<file path="config.mk">
export PLATFORM = sky130hd
export DESIGN_NAME = serial_host_link
export DESIGN_NICKNAME = d
export VERILOG_FILES = /design/src/rtl/serial_host_link.sv
export SDC_FILE = /design/constraint.sdc
export NUM_CORES = 1
export LEC_CHECK = 0
export BUFFER_PORTS_ARGS = -buffer_cell sky130_fd_sc_hd__buf_2
export CELL_PAD_IN_SITES_DETAIL_PLACEMENT = 1
export CELL_PAD_IN_SITES_GLOBAL_PLACEMENT = 2
export CORE_ASPECT_RATIO = 2
export CORE_MARGIN = 3
export CORE_UTILIZATION = 34
export CTS_CLUSTER_SIZE = 28
export DETAILED_ROUTE_END_ITERATION = 10
export GPL_TIMING_DRIVEN = 1
export MAX_ROUTING_LAYER = met4
export PLACE_DENSITY_LB_ADDON = 0.1
export SETUP_SLACK_MARGIN = 0.02
export SKIP_LAST_GASP = 1
export SLEW_MARGIN = 20
export SYNTH_ARGS = -nofsm -noshare
export SYNTH_HDL_FRONTEND = slang
export SYNTH_SLANG_ARGS = --single-unit
</file>
<file path="constraint.sdc">
create_clock -name i_clk -period 1.9 [get_ports i_clk]
set_input_delay 0.285 -clock i_clk [delete_from_list [all_inputs] [get_ports i_clk]]
set_output_delay 0.285 -clock i_clk [all_outputs]
set_load 0.02 [all_outputs]
</file>
<file path="src/rtl/serial_host_link.sv">
// serial_host_link: parallel-to-serial TX and serial-to-parallel RX link, both LSB first.
//
// TX path: a word handed over on i_tx_word/i_tx_valid/o_tx_ready is shifted out on
// o_sdout/o_sdout_valid, one bit per transfer (o_sdout_valid && i_sready). After the
// last bit the line stays idle for a gap before the next word can be accepted.
// RX path: bits on i_sdin/i_sdin_valid are collected while o_sready is high. A complete
// word appears on o_rx_word with a one-cycle o_rx_valid pulse. If the word is cut short,
// the partial bits are dropped and o_rx_err pulses for one cycle.
//
// Ports:
//   i_clk, i_rst                      clock, synchronous active-high reset
//   i_en                              enable for new TX words and for RX
//   i_tx_word, i_tx_valid, o_tx_ready parallel TX handshake
//   o_sdout, o_sdout_valid, i_sready  serial TX
//   i_sdin, i_sdin_valid, o_sready    serial RX
//   o_rx_word, o_rx_valid, o_rx_err   parallel RX result
//
// Configuration: with the macro SERIAL_HOST_LINK_GAP_EN defined, the post-word gap lasts
// GAP_CYCLES cycles. Without it, the gap lasts one cycle and no gap counter is built.
module serial_host_link #(
   parameter int unsigned DATA_WIDTH = 24,
   parameter int unsigned GAP_CYCLES = 50
) (
   input  logic                  i_clk,
   input  logic                  i_rst,
   input  logic                  i_en,
   input  logic [DATA_WIDTH-1:0] i_tx_word,
   input  logic                  i_tx_valid,
   output logic                  o_tx_ready,
   output logic                  o_sdout,
   output logic                  o_sdout_valid,
   input  logic                  i_sready,
   input  logic                  i_sdin,
   input  logic                  i_sdin_valid,
   output logic                  o_sready,
   output logic [DATA_WIDTH-1:0] o_rx_word,
   output logic                  o_rx_valid,
   output logic                  o_rx_err
);

   localparam int unsigned CntW = (DATA_WIDTH > 1) ? $clog2(DATA_WIDTH) : 1;
   localparam logic [CntW-1:0] LastBit = CntW'(DATA_WIDTH - 1);

   typedef enum logic [1:0] {StIdle, StShift, StGap} tx_state_e;

   // ---------------------------------------------------------------- TX path
   tx_state_e             tx_state_q;
   logic [DATA_WIDTH-1:0] tx_shift_q;
   logic [CntW-1:0]       tx_cnt_q;
   logic                  sdout_q;
   logic                  sdout_valid_q;
   logic                  tx_accept;
   logic                  tx_xfer;
   logic                  gap_done;

   assign o_tx_ready    = (tx_state_q == StIdle) && i_en && !i_rst;
   assign tx_accept     = o_tx_ready && i_tx_valid;
   assign tx_xfer       = sdout_valid_q && i_sready;
   assign o_sdout       = sdout_q;
   assign o_sdout_valid = sdout_valid_q;

`ifdef SERIAL_HOST_LINK_GAP_EN
   localparam int unsigned GapW = 10;
   logic [GapW-1:0] gap_cnt_q;

   // Counts cycles spent in StGap; restarts from zero on every entry.
   always_ff @(posedge i_clk) begin
      if (i_rst || (tx_state_q != StGap)) begin
         gap_cnt_q <= '0;
      end else if (!gap_done) begin
         gap_cnt_q <= gap_cnt_q + GapW'(1);
      end
   end

   assign gap_done = (gap_cnt_q == GapW'(GAP_CYCLES - 1));
`else
   logic unused_gap_cycles;
   assign unused_gap_cycles = (GAP_CYCLES != 0);
   assign gap_done          = 1'b1;
`endif

   // TX FSM. sdout/sdout_valid are registered and are updated together with the state,
   // so they always present the bit the shift register will hand over next.
   always_ff @(posedge i_clk) begin
      if (i_rst) begin
         tx_state_q    <= StIdle;
         tx_shift_q    <= '0;
         tx_cnt_q      <= '0;
         sdout_q       <= 1'b0;
         sdout_valid_q <= 1'b0;
      end else begin
         unique case (tx_state_q)
            StIdle: begin
               if (tx_accept) begin
                  tx_shift_q    <= i_tx_word;
                  tx_cnt_q      <= '0;
                  sdout_q       <= i_tx_word[0];
                  sdout_valid_q <= 1'b1;
                  tx_state_q    <= StShift;
               end
            end
            StShift: begin
               if (tx_xfer) begin
                  tx_shift_q <= tx_shift_q >> 1;
                  if (tx_cnt_q == LastBit) begin
                     tx_cnt_q      <= '0;
                     sdout_q       <= 1'b0;
                     sdout_valid_q <= 1'b0;
                     tx_state_q    <= StGap;
                  end else begin
                     tx_cnt_q <= tx_cnt_q + CntW'(1);
                     sdout_q  <= tx_shift_q[1];
                  end
               end
            end
            StGap: begin
               if (gap_done) begin
                  tx_state_q <= StIdle;
               end
            end
            default: begin
               tx_state_q    <= StIdle;
               sdout_q       <= 1'b0;
               sdout_valid_q <= 1'b0;
            end
         endcase
      end
   end

   // ---------------------------------------------------------------- RX path
   logic [DATA_WIDTH-1:0] rx_shift_q;
   logic [DATA_WIDTH-1:0] rx_next;
   logic [DATA_WIDTH-1:0] rx_word_q;
   logic [CntW-1:0]       rx_cnt_q;
   logic                  rx_valid_q;
   logic                  rx_err_q;
   logic                  rx_xfer;

   assign o_sready   = i_en && !i_rst;
   assign rx_xfer    = i_sdin_valid && o_sready;
   // New bit enters at the MSB so that after DATA_WIDTH bits the first one sits at bit 0.
   assign rx_next    = {i_sdin, rx_shift_q[DATA_WIDTH-1:1]};
   assign o_rx_word  = rx_word_q;
   assign o_rx_valid = rx_valid_q;
   assign o_rx_err   = rx_err_q;

   always_ff @(posedge i_clk) begin
      if (i_rst) begin
         rx_shift_q <= '0;
         rx_word_q  <= '0;
         rx_cnt_q   <= '0;
         rx_valid_q <= 1'b0;
         rx_err_q   <= 1'b0;
      end else begin
         rx_valid_q <= 1'b0;
         rx_err_q   <= 1'b0;
         if (rx_xfer) begin
            rx_shift_q <= rx_next;
            if (rx_cnt_q == LastBit) begin
               rx_word_q  <= rx_next;
               rx_valid_q <= 1'b1;
               rx_cnt_q   <= '0;
            end else begin
               rx_cnt_q <= rx_cnt_q + CntW'(1);
            end
         end else if (!i_sdin_valid && (rx_cnt_q != '0)) begin
            // Far end dropped valid mid-word: discard the partial word.
            rx_shift_q <= '0;
            rx_cnt_q   <= '0;
            rx_err_q   <= 1'b1;
         end
      end
   end

endmodule

</file>
==> summary.txt <==
Outcome
  – Status: completed

Floorplan
  – DIE HEIGHT: roughly 150 um
  – Site row count: 51
  – CORE AREA: around 10000 sq um
  – Die area: 11300 sq um
  – Die width: around 77 um
  – Num ports: 61
  – Starting density of the core: a little over a third

Route
  – Total Wirelength: around 8.4 mm
  – Remaining antenna violation count: 0
  – Vias: approximately 2800
  – Post-DR vias/cell: about 5
  – Post-route DRC: 0
  – Router iterations before antenna repair: 4
  – WL/cell: roughly 15 um
  – Iter 0 DRT Violations: 57

Yosys
  – Ys flop type: dfxtp_1
  – Yosys cell types: 43
  – Register bit total from synthesis: 86
  – Main area contributors after synthesis: dfxtp_1 51%, mux2i_1 6.2%, nand2_1 6.1%
  – Post-synth design cell area: roughly 3400 sq um
  – Post-synth top area share: just over 50%
  – Mapped Nets: slightly below 400
  – Cell taking the most area after synthesis: dfxtp_1
  – Mapped Cells: about 360
  – Yosys synthesis warning count: 0
  – Post-synth EDFFs: 0
  – Asr flop ratio synth: 0%
  – Register area share after synthesis: 50.7%
  – Syn Area/Cell: approximately 9.6 sq um

Clock tree
  – CTS Hold Bufs: 0
  – Clock latency on the worst-skew pair: between 0.3 and 0.4 ns
  – Root Driver: clkbuf_16
  – Sink Count: between 80 and 90
  – CTS clk-pin slew, worst paths: 0.06 ns
  – Maximum buffer depth of the clock tree: 2
  – Num CTS Buffers: 9
  – H-Tree Depth: 3
  – CTS tree: done

Worst setup path
  – Critical path data required time: around 2.2 ns
  – Worst setup path startpoint: rx_cnt_q[0]
  – Crit Reg-Reg Startpoint: rx_cnt_q[0]
  – Worst r2r path cells: 7
  – End of the worst register-to-register path: rx_shift_q[17]
  – Crit path cell chain: inv_1 -> ha_1 -> or4b_1 -> mux2_4 -> nor2_4 -> buf_12 -> a22o_2
  – Critical path type: reg2reg
  – Critical path endpoint: rx_shift_q[17]
  – Slowest cell on the critical path: or4b_1
  – Crit-path max cell delay: ~0.45 ns
  – Endpoint class of the critical path: flip-flop
  – Reg-to-reg slack, setup: around 0.066 ns
  – Startpoint types: flip-flop
  – Crit Path Max Fanout: 12
  – Critical Path AT: about 2.1 ns

STA
  – Worst Hold Slack: 0.202 ns
  – Skew final: 0.00484 ns
  – Max-slew violations: 0
  – RSZ-0062 raised after global routing: yes
  – Max Fclk: between 0.5 and 0.6 GHz
  – Relative slew slack: around 68%
  – # setup viols final: 0
  – Worst Tran Pin Value: roughly 0.48 ns
  – Final Cycle Share: between 90% and 100%
  – Fin. Hold Viols: 0
  – Post-layout min period: roughly 1.8 ns
  – Setup ws final: 0.0658 ns

Layout
  – Final nets: approximately 450
  – # diodes: 0
  – Share of cells above drive strength 1: around a quarter
  – Most frequent cells in the layout: 86 x dfxtp_1, 60 x buf_2, 55 x nand2_1
  – Area delta synth->final: 22.9%
  – Most common cell after layout, fill and taps aside: dfxtp_1
  – Filler cells: approximately 1100
  – Post-layout util: 42.7%

Placed design
  – Port bufs: 60
  – Last weighted congestion value of the routability-driven placer: about 0.73
  – Post-detail-place hpwl: around 6.0 mm
  – Setup WS pre-CTS: 0.0214 ns

Power and ir drop
  – Reg power frac: 47.7%
  – Switching Share: 23.6%
  – P_leak: about 1.7 nW
  – Power Total: around 3.9 mW
  – Gate power share: around 7.6%
  – Worst vdd ir: 0.459 mV
  – Internal power: ~3 mW
  – Clock Power Share: ~45%
  – PD cells: approximately 940 nW/um^2
  – NetSw: about 920 uW

Hold path
  – Hold Path Class: in2reg

Global route
  – Vias in the first global route: 2792
  – Initial antenna violation count: 0
  – GRT overflow: 0
  – Largest net degree at the start of global routing: 46
  – Total GRT Usage: 15.9%
  – Global-route wire length before repair: between 10 and 15 mm

Run
  – Max_cap viols: 0
[logic make-up after synthesis]
logic type | Yosys count | synth area share [%]
xor+xnor | 1 | 0.258
flops | 86 | 50.7
compound gates | 94 | 20.3
simple gates | 117 | 16.4
fa+ha+maj | 3 | 1.11
buf+inv | 32 | 4.61
mux | 22 | 6.63
[critical path: cells and delay by family (launching register included)]
kind	cells	cell delay (ns)
AND/OR/NAND/NOR	2	0.58
multiplexers	1	0.36
flip-flops	1	0.33
buffers and inverters	2	0.23
adder cells (fa/ha/maj)	1	0.15
AO/OA/AOI/OAI	1	0.13
[how the worst min path moves through the flow]
| stage | end | cells after the start | slack [ns] | start |
|---|---|---|---|---|
| 4_1_cts | rx_shift_q[23] | 2 | 0.19 | i_sdin |
| 2_1_floorplan | o_rx_err | 1 | 0.36 | i_sdin_valid |
| 3_3_place_gp | o_rx_word[5] | 2 | 0.44 | o_rx_word[5] |
| 5_1_grt | rx_shift_q[23] | 2 | 0.19 | i_sdin |
| 3_5_place_dp | o_rx_word[20] | 2 | 0.45 | o_rx_word[20] |
| 6_report | rx_shift_q[23] | 2 | 0.20 | i_sdin |
[synth_stat cells, types with 2 or more instances]
cell type and number:
a22o_1 9, ha_1 3, nand4_1 3, and2_1 2, a22o_2 17, a22oi_1 2
nand2b_1 5, nor2_1 31, o22ai_1 3, nand2_1 55, a21o_1 2, dfxtp_1 86
nor3b_1 4, clkbuf_1 7, nand3_1 4, mux2i_1 21, a211oi_1 24, inv_1 5
buf_2 14, buf_6 2, a21oi_1 31, buf_1 2, and4b_1 2, nor2b_1 2
[cell type report]
class	count	area [sq um]	share of cell area [%]
clock buffer	9	225	5.40
sequential	86	1720	41.3
timing repair buffer	73	423	10.1
tap	132	165	3.96
inverter	6	23.8	0.570
clock inverter	7	73.8	1.77
multi-input combinational	239	1540	36.9
[per-stage QoR]
step | setup TNS, ns | cell area (sq um) | instances
after CTS | 0 | 4130 | 549
after global routing | -0.0268 | 4170 | 552
after floorplan | 0 | 3390 | 355
after detailed placement | 0 | 3830 | 533
after global placement | 0 | 3830 | 533
final | 0 | 4170 | 552
[power groups by stage]
| stage | logic, mW | registers [mW] | clock network (mW) |
|---|---|---|---|
| after global placement | 0.277 | 1.91 | 0 |
| after floorplan | 0.188 | 1.91 | 0 |
| after detailed placement | 0.283 | 1.91 | 0 |
| after CTS | 0.285 | 1.87 | 1.81 |
| final | 0.298 | 1.87 | 1.75 |
| after global routing | 0.335 | 1.87 | 1.88 |
[timing repair]
action,CTS,global route
pin swaps,0,3
cloned,0,2
endpoints found under the hold margin,0,0
endpoints found under the setup margin,12,31
resized for setup,0,1
buffers inserted,0,1
[sequential cells by signal (all words and copies together) (netlist names)]
signal,cells
tx_shift_q,23
tx_state_q,2
o_rx_err,1
rx_shift_q,23
o_sdout,1
o_sdout_valid,1
o_rx_word,24
o_rx_valid,1
rx_cnt_q,5
tx_cnt_q,5
[layer usage]
layer / vias up / global-route usage (%) / share of wire, %
li1: 1387 / - / -
met1: 1342 / 15.8 / 37
met2: 40 / 29.6 / 59
met3: 10 / 2.52 / 3.0
met4: 0 / 7.35 / 1.9
met5: - / - / 0
Note: power is estimated with default switching activity, not from simulation.
